$ cat config.mk
export PLATFORM = sky130hd
export DESIGN_NAME = medidor_de_frecuencia
export DESIGN_NICKNAME = d
export VERILOG_FILES = /design/src/rtl/medidor_de_frecuencia.sv
export SDC_FILE = /design/constraint.sdc
export NUM_CORES = 1
export LEC_CHECK = 0
export CORE_MARGIN = 3
export CORE_UTILIZATION = 40
export DETAILED_ROUTE_END_ITERATION = 6
export PLACE_DENSITY = 0.57
export SYNTH_ARGS = -nofsm -noshare
export SYNTH_HDL_FRONTEND = slang
export SYNTH_SLANG_ARGS = --single-unit
export TNS_END_PERCENT = 5
$ cat constraint.sdc
create_clock -name clk -period 4.06 [get_ports clk]
set_input_delay 1.218 -clock clk [delete_from_list [all_inputs] [get_ports clk]]
set_output_delay 1.218 -clock clk [all_outputs]
set_load 0.1 [all_outputs]
$ cat src/rtl/medidor_de_frecuencia.sv
// ============================================================================
// Module   : medidor_de_frecuencia
// Purpose  : Gated frequency meter; counts sig_in rising edges per gate window.
// Revision : 1.0
// ============================================================================
`default_nettype none

module medidor_de_frecuencia #(
    parameter int F_CLK   = 75000000,
    parameter int GATE_HZ = 1,
    parameter int CNT_W   = 27
) (
    input  logic        clk,
    input  logic        rst,
    input  logic        sig_in,
    input  logic        start,
    input  logic        cont,
    output logic [26:0] freq,
    output logic        valid,
    output logic        busy,
    output logic        ovf
);

    localparam int              C_G         = F_CLK / GATE_HZ;
    localparam int              C_GW        = (C_G > 1) ? $clog2(C_G) : 1;
    localparam logic [C_GW-1:0] C_GATE_LAST = C_GW'(C_G - 1);
    localparam logic [CNT_W-1:0] C_CNT_MAX  = {CNT_W{1'b1}};

    localparam logic [1:0] S_IDLE    = 2'd0;
    localparam logic [1:0] S_MEASURE = 2'd1;
    localparam logic [1:0] S_DONE    = 2'd2;

    logic [1:0]       r_state;
    logic [1:0]       w_next_state;
    logic             r_sync1;
    logic             r_sync2;
    logic             r_sync3;
    logic [C_GW-1:0]  r_gate_cnt;
    logic [CNT_W-1:0] r_edge_cnt;
    logic             r_ovf_flag;
    logic             w_detect;
    logic             w_at_max;
    logic             w_gate_end;
    logic [CNT_W-1:0] w_edge_next;
    logic             w_ovf_next;

    // Two metastability flops plus one delay flop for edge detection
    always_ff @(posedge clk or negedge rst) begin
        if (!rst) begin
            r_sync1 <= 1'b0;
            r_sync2 <= 1'b0;
            r_sync3 <= 1'b0;
        end else begin
            r_sync1 <= sig_in;
            r_sync2 <= r_sync1;
            r_sync3 <= r_sync2;
        end
    end

    assign w_detect    = r_sync2 & ~r_sync3;
    assign w_at_max    = (r_edge_cnt == C_CNT_MAX);
    assign w_edge_next = r_edge_cnt + CNT_W'(w_detect & ~w_at_max);
    assign w_ovf_next  = r_ovf_flag | (w_detect & w_at_max);
    assign w_gate_end  = (r_state == S_MEASURE) && (r_gate_cnt == C_GATE_LAST);

    // Counters are held clear outside MEASURE, so every window starts from zero
    always_ff @(posedge clk or negedge rst) begin
        if (!rst) begin
            r_gate_cnt <= '0;
            r_edge_cnt <= '0;
            r_ovf_flag <= 1'b0;
        end else if (r_state != S_MEASURE) begin
            r_gate_cnt <= '0;
            r_edge_cnt <= '0;
            r_ovf_flag <= 1'b0;
        end else begin
            r_gate_cnt <= r_gate_cnt + C_GW'(1);
            r_edge_cnt <= w_edge_next;
            r_ovf_flag <= w_ovf_next;
        end
    end

    // Result is latched on the last MEASURE edge so it is already stable while valid is high
    always_ff @(posedge clk or negedge rst) begin
        if (!rst) begin
            freq <= '0;
            ovf  <= 1'b0;
        end else if (w_gate_end) begin
            freq <= 27'(w_edge_next);
            ovf  <= w_ovf_next;
        end
    end

    always_ff @(posedge clk or negedge rst) begin
        if (!rst) begin
            r_state <= S_IDLE;
        end else begin
            r_state <= w_next_state;
        end
    end

    always_comb begin
        w_next_state = r_state;
        case (r_state)
            S_IDLE:    if (start || cont) w_next_state = S_MEASURE;
            S_MEASURE: if (w_gate_end)    w_next_state = S_DONE;
            S_DONE:    w_next_state = cont ? S_MEASURE : S_IDLE;
            default:   w_next_state = S_IDLE;
        endcase
    end

    always_comb begin
        busy  = 1'b0;
        valid = 1'b0;
        case (r_state)
            S_MEASURE: busy  = 1'b1;
            S_DONE:    valid = 1'b1;
            default:   ;
        endcase
    end

endmodule

`default_nettype wire

==> flow_summary.toml, run 1 <==
[setup_path]
reg2reg_to = "r_edge_cnt[17]"
cpPeakStageDelay_ps = 1150
setup.worst_path.class = "flip-flop to primary output"
number_of_cells_on_the_worst_reg_to_reg_path = 9
critPathSlowestCell = "sky130_fd_sc_hd__clkdlybuf4s50_1"
timing.critical_path.cells = "clkdlybuf4s50_1"
worst_path_dominant_cell_family = "buffers and inverters"
source_of_the_worst_register_to_register_timing_path = "r_edge_cnt[18]"
cp-end-kind = "primary output"
signal_arrival_time_at_the_worst_endpoint_ps = 1920
path_max_fanout = 2
worst_ep_required_time_ps = 2840
worstSetupStartpointType = "flip-flop"
path_buf_inv = 1
setup.reg_to_reg.worst_slack_ps = 1350

[yosys]
synth_cells = 415
synth_cell_types = 48
yosysSeqAreaShare = 0.5183
yosys_register_bits = 88
synth-async-reset-ratio = 1.000
number_of_enable_type_register_cells_in_the_synthesized_netlist = 0
yosys_warnings = 0
avgSynthCellArea_um2 = 10.24
post_synth_instance_area_um2 = 4249
syn_nets = 423
ys_dominant_reg_cell = "sky130_fd_sc_hd__dfrtp_1"

[timing]
setup_viol = 0
finalSetupTns_ps = 0
fin_hold_ws_ps = 381.9
skew_ps = 9.943
timing_max_transition_violations_final = 0
rsz0062_at_grt = "no"
share_of_the_clock_period_used_by_the_worst_path = 0.7721
max-slew-margin-rel = 0.3128
worst_slew_pin_slew_ps = 1022
layout_min_cycle_time_ps = 3135
fmax_ghz = 0.3190
report.final.hold_viol_count = 0
slack_of_the_critical_path_ps = 925.1

[clock_network]
clk_root_buffer_cell = "sky130_fd_sc_hd__clkbuf_8"
cts.clk_slew.worst_paths_ps = 90
total_cts_buffers = 9
numClockSinks = 88
cts_repair_resize_count = 0
tritoncts_clock_tree = "done"
hold_buffer_count_at_cts = 0
post_cts.repair.setup_buffers = 0
insertion_delay_ps = 350
cts_max_level = 3
cts_buffer_depth = 2

[global_route]
grt_start_max_net_pins = 32
initial_antenna_violation_count = 0
grt-ovfl-total = 0
first_global_vias = 3321
grt_usage = 0.1761
grt_pass1_wl_um = 16590

[layout]
post-route-cell-area_um2 = 4897
syn_to_final_growth_pct = 15.25
design.final.nets = 454
drive_gt1_frac = 0.07761
diodes = 0

[drt]
drt_first_pass_iters = 5
ant_nets = 0
wire_per_inst_um = 16.18
num_vias = 3261
route.final.wire_length_um = 9451
drt-vias-per-instance = 5.584
drc = 0
drt_first_iter_violations = 131

[placed_design]
preCtsSetupSlack_ps = 1333
cell_area_after_placement_um2 = 4681
io_buffer_count = 34
detailed_place_hpwl_um = 6424
place.gp.congestion = 0.7985

[worst_hold_path]
hold_class = "flip-flop to flip-flop"
hold_path_depth = 0
hold_path_startpoint = "r_sync1"
end_point_of_the_worst_hold_path = "r_sync2"

[floorplan]
fp.dieArea_um2 = 11900
initial_utilization = 0.4230
die-width_um = 109.1
die-height_um = 109.1
floorplan.rows = 36
boundaryPins = 35
coreArea_um2 = 10040

[job]
maxCapViolCount = 0

[pwr]
power.ir.vdd_worst_v = 0.0001754
power.total_w = 0.001853
power_density_nw_per_um2 = 378.4
leakagePower_nw = 1.924

[status]
status = "finished clean"
==> layout by cell type, fill, tap and decap left out, types with 3 or more instances in the layout <==
| master | synthesis | final |
|---|---|---|
| sky130_fd_sc_hd__nor3_1 | 5 | 5 |
| sky130_fd_sc_hd__nand2_1 | 21 | 21 |
| sky130_fd_sc_hd__nand4_1 | 21 | 21 |
| sky130_fd_sc_hd__ha_1 | 3 | 3 |
| sky130_fd_sc_hd__and3_1 | 8 | 8 |
| sky130_fd_sc_hd__a31oi_1 | 8 | 8 |
| sky130_fd_sc_hd__or3_1 | 8 | 8 |
| sky130_fd_sc_hd__dfrtp_1 | 88 | 88 |
| sky130_fd_sc_hd__and2_1 | 4 | 4 |
| sky130_fd_sc_hd__buf_4 | 1 | 8 |
| sky130_fd_sc_hd__nand3_1 | 20 | 20 |
| sky130_fd_sc_hd__xor2_1 | 12 | 12 |
| sky130_fd_sc_hd__xnor2_1 | 13 | 13 |
| sky130_fd_sc_hd__a21oi_1 | 35 | 35 |
| sky130_fd_sc_hd__and4_1 | 5 | 5 |
| sky130_fd_sc_hd__clkbuf_8 | 0 | 12 |
| sky130_fd_sc_hd__mux2i_1 | 16 | 16 |
| sky130_fd_sc_hd__o31ai_1 | 15 | 15 |
| sky130_fd_sc_hd__or4_1 | 15 | 15 |
| sky130_fd_sc_hd__nor2_1 | 29 | 29 |
| sky130_fd_sc_hd__o21ai_0 | 7 | 7 |
| sky130_fd_sc_hd__inv_1 | 24 | 24 |
| sky130_fd_sc_hd__nor4_1 | 11 | 11 |
| sky130_fd_sc_hd__clkdlybuf4s50_1 | 0 | 31 |
==> worst register-to-register path, cell delays in order, from the launching register on <==
cell and delay [ps]:
sky130_fd_sc_hd__dfrtp_1 450, sky130_fd_sc_hd__nand4_1 300, sky130_fd_sc_hd__nor4_1 520, sky130_fd_sc_hd__nand2_1 90, sky130_fd_sc_hd__and3_1 220, sky130_fd_sc_hd__ha_1 310, sky130_fd_sc_hd__nand4_1 240, sky130_fd_sc_hd__nor4_1 120
sky130_fd_sc_hd__a31o_2 270, sky130_fd_sc_hd__a21oi_1 120
==> synth_stat cells, types with 2 or more instances <==
library cell                instances  area share
sky130_fd_sc_hd__dfrtp_1           88        0.52
sky130_fd_sc_hd__o21ai_0            7      0.0082
sky130_fd_sc_hd__nor4_1            11       0.016
sky130_fd_sc_hd__nand2_1           21       0.019
sky130_fd_sc_hd__a31oi_1            8       0.012
sky130_fd_sc_hd__buf_6              4       0.011
sky130_fd_sc_hd__and2_1             4      0.0059
sky130_fd_sc_hd__a21oi_1           35       0.041
sky130_fd_sc_hd__or3_1              8       0.012
sky130_fd_sc_hd__a2bb2oi_1          2      0.0041
sky130_fd_sc_hd__and4_1             5       0.010
sky130_fd_sc_hd__nand3_1           20       0.024
sky130_fd_sc_hd__mux2i_1           16       0.038
sky130_fd_sc_hd__o41ai_2            2      0.0077
sky130_fd_sc_hd__nor4b_1            2      0.0041
sky130_fd_sc_hd__nor2_1            29       0.026
sky130_fd_sc_hd__ha_1               3      0.0088
sky130_fd_sc_hd__nand4_1           21       0.031
sky130_fd_sc_hd__xor2_1            12       0.025
sky130_fd_sc_hd__or4_1             15       0.027
sky130_fd_sc_hd__buf_2              2      0.0024
sky130_fd_sc_hd__nor3_1             5      0.0059
sky130_fd_sc_hd__nand4b_1           2      0.0041
sky130_fd_sc_hd__and3_1             8       0.012
sky130_fd_sc_hd__clkbuf_1          12       0.011
sky130_fd_sc_hd__inv_1             24       0.021
sky130_fd_sc_hd__xnor2_1           13       0.027
sky130_fd_sc_hd__a211oi_1           2      0.0035
sky130_fd_sc_hd__o31ai_1           15       0.027
==> cells by family (layout without fill, tap and decap cells) <==
kind of cell               count (synthesis)  in the layout  share of synthesized area
xor gates and xnor gates                  25             25                    0.05153
DFF                                       88             88                     0.5183
muxes                                     17             17                    0.04034
buffers and inverters                     44             80                    0.04741
and+or+nand+nor                          162            162                     0.2206
AOI/OAI and AO/OA                         76             76                     0.1131
adders and majority gates                  3              3                   0.008835
==> sequential cells by signal, summed over array words and instances (netlist names) <==
| register | flops |
|---|---|
| freq | 27 |
| r_edge_cnt | 27 |
| r_gate_cnt | 27 |
| r_state | 2 |
| ovf | 1 |
| r_ovf_flag | 1 |
| r_sync1 | 1 |
| r_sync2 | 1 |
| r_sync3 | 1 |
==> metal layers <==
metal | share of wire | wire, um | global-route usage | up-vias
met1 | 0.50 | 4751 | 0.2522 | 1596
met4 | 0.013 | 119 | 0.05140 | 0
met2 | 0.45 | 4258 | 0.2715 | 70
met3 | 0.034 | 322 | 0.03434 | 12
met5 | 0 | 0 | 0 | -
li1 | - | - | - | 1583
==> area by class of cell <==
cell class              count  area, um2
fillers                   947       5147
flip-flops and latches     88       2202
multi-input cells         283       1848
repair buffers             39      370.4
well taps                 133      166.4
clock buffers              12      165.2
inverters                  25      93.84
clock inverters             4      51.30
==> stage by stage <==
step           cells  utilization
2_1_floorplan    415            -
3_3_place_gp     568       0.4660
3_5_place_dp     568       0.4660
4_1_cts          584       0.4875
5_1_grt          584       0.4875
6_report         584       0.4875
==> power breakdown <==
group | total [W] | switching (W) | internal, W
registers | 0.00101 | 0.0000743 | 0.000939
clock network | 0.000647 | 0.000311 | 0.000335
logic | 0.000193 | 0.000117 | 0.0000763
==> worst max-delay path by stage <==
stage	slack, ps	cells after the start	end	start
floorplan	1100	1	valid	r_state[0]
global placement	1330	1	freq[17]	freq[17]
CTS	920	1	freq[17]	freq[17]
global route	860	3	busy	r_state[1]
finish	930	1	freq[17]	freq[17]
detailed placement	1330	1	freq[26]	freq[26]
No activity file was read; power rests on OpenSTA's default activity.
==> inputs of run 2 (changes only) <==
--- a/config.mk
+++ b/config.mk
@@ -8,7 +8,7 @@
 export CORE_MARGIN = 3
 export CORE_UTILIZATION = 40
 export DETAILED_ROUTE_END_ITERATION = 6
-export PLACE_DENSITY = 0.57
+export PLACE_DENSITY = 0.59
 export SYNTH_ARGS = -nofsm -noshare
 export SYNTH_HDL_FRONTEND = slang
 export SYNTH_SLANG_ARGS = --single-unit
==> constraint.sdc (replaced) <==
create_clock -name clk -period 2.65 [get_ports clk]
set_input_delay 0.795 -clock clk [delete_from_list [all_inputs] [get_ports clk]]
set_output_delay 0.795 -clock clk [all_outputs]
set_load 0.1 [all_outputs]
==> flow_summary.toml, run 2 (same netlist as run 1, synthesis figures left out) <==
[drt]
ant_nets = 0
drc = 0
drt-vias-per-instance = 5.550
drt_first_iter_violations = 156
drt_first_pass_iters = 4
route.final.wire_length_um = 9379
num_vias = 3258
wire_per_inst_um = 15.98

[setup_path]
signal_arrival_time_at_the_worst_endpoint_ps = 2650
setup.worst_path.class = "flip-flop to flip-flop"
worst_ep_required_time_ps = 2900
cp-end-kind = "flip-flop"
startpoint = "r_edge_cnt[9]"
setup.reg_to_reg.worst_slack_ps = 240
path_max_fanout = 8
worstSetupStartpointType = "flip-flop"
source_of_the_worst_register_to_register_timing_path = "r_edge_cnt[9]"

[clock_network]
cts.clk_slew.worst_paths_ps = 80
cts_max_level = 3
hold_buffer_count_at_cts = 0
clk_root_buffer_cell = "sky130_fd_sc_hd__clkbuf_8"
insertion_delay_ps = 360
tritoncts_clock_tree = "done"
numClockSinks = 88
total_cts_buffers = 9
cts_buffer_depth = 2

[pwr]
power.ir.vdd_worst_v = 0.0002327
power.total_w = 0.002929
power_density_nw_per_um2 = 595.0
leakagePower_nw = 2.024

[job]
maxCapViolCount = 0

[layout]
diodes = 0
design.final.nets = 459
largest_registers = "freq (27), r_edge_cnt (27), r_gate_cnt (27)"
post-route-cell-area_um2 = 4922
drive_gt1_frac = 0.1498
mostFrequentLayoutCell = "sky130_fd_sc_hd__dfrtp_1"
layout.cells.most_common_list = "87 x sky130_fd_sc_hd__dfrtp_1, 38 x sky130_fd_sc_hd__buf_4, 35 x sky130_fd_sc_hd__a21oi_1"
syn_to_final_growth_pct = 15.84
final-instance-count-excl-fill = 587

[floorplan]
die-height_um = 109.1
coreArea_um2 = 10040
fp.dieArea_um2 = 11900
floorplan.rows = 36
die-width_um = 109.1
boundaryPins = 35
initial_utilization = 0.4230

[timing]
skew_ps = 9.779
report.final.hold_viol_count = 0
worst_slew_pin_slew_ps = 580.1
rsz0062_at_grt = "yes"
fin_hold_ws_ps = 360.6
max-slew-margin-rel = 0.6133
fmax_ghz = 0.4155
share_of_the_clock_period_used_by_the_worst_path = 0.9082
layout_min_cycle_time_ps = 2407
timing_max_transition_violations_final = 0
finalSetupTns_ps = 0
setup_viol = 0

[global_route]
first_global_vias = 3263
grt_start_max_net_pins = 59
initial_antenna_violation_count = 0
grt_usage = 0.1729
grt-ovfl-total = 0
grt_pass1_wl_um = 15950

[status]
status = "finished clean"

[placed_design]
placed_cells = 573
detailed_place_hpwl_um = 6432
place.gp.congestion = 0.7713
cell_area_after_placement_um2 = 4686
io_buffer_count = 34

[worst_hold_path]
hold_class = "primary input to asynchronous set/reset pin"
-- run 2: cell types whose count changed in the layout (fill, tap and decap cells not counted), sizes merged --
cell / previous run / this run
clkbuf: 12 / 10
clkdlybuf4s50: 31 / 3
bufinv: 1 / 3
buf: 8 / 41
clkinv: 2 / 1
clkinvlp: 1 / 0
-- run 2: worst max-delay path, cell delays in order, from the launching register on --
cell	delay [ps]
sky130_fd_sc_hd__dfrtp_1	440
sky130_fd_sc_hd__nand4_4	160
sky130_fd_sc_hd__nor4_2	60
sky130_fd_sc_hd__buf_4	140
sky130_fd_sc_hd__nand2_1	40
sky130_fd_sc_hd__and3_1	170
sky130_fd_sc_hd__ha_1	340
sky130_fd_sc_hd__nand4_1	250
sky130_fd_sc_hd__nor4_1	380
sky130_fd_sc_hd__xnor2_1	200
sky130_fd_sc_hd__mux2i_1	100
-- run 2: what timing repair did --
action	CTS	global route
buffers inserted	0	0
setup endpoints to repair	0	11
gates resized for setup	0	3
-- run 2: metrics by stage --
step                utilization  setup WS, ps
floorplan                     -         110.5
global placement         0.4665         270.6
detailed placement       0.4665         185.3
CTS                      0.4887         174.7
global route             0.4900         5.664
finish                   0.4900         243.3
-- run 2: metal layers --
metal / global-route usage / vias to the layer above / share of wire
met5: 0 / - / 0
met2: 0.2575 / 53 / 0.43
met3: 0.05092 / 12 / 0.045
met4: 0.05320 / 0 / 0.012
met1: 0.2431 / 1596 / 0.51
li1: - / 1597 / -
-- run 2: final timing paths --
path	endpoint	depth (start not counted)
worst max-delay path	freq[14]	10
worst min-delay path	freq[20]	1
worst max register to register	freq[14]	10
worst min register to register	r_sync2	0
max in group asynchronous	r_gate_cnt[6]	2
min in group clk	r_sync2	0
-- run 2: power by group --
group	internal [W]	switching [W]	total, W
Sequential	0.00144	0.000114	0.00155
Clock	0.000615	0.000459	0.00107
Combinational	0.000126	0.000176	0.000303
Total	0.00218	0.000749	0.00293
-- run 2: layout make-up --
cell class | count | area (um2)
clock buffers | 10 | 127.6
clock inverters | 4 | 95.09
fillers | 951 | 5122
inverters | 25 | 93.84
multi-input cells | 283 | 1861
flip-flops and latches | 88 | 2203
well taps | 133 | 166.4
repair buffers | 44 | 375.4
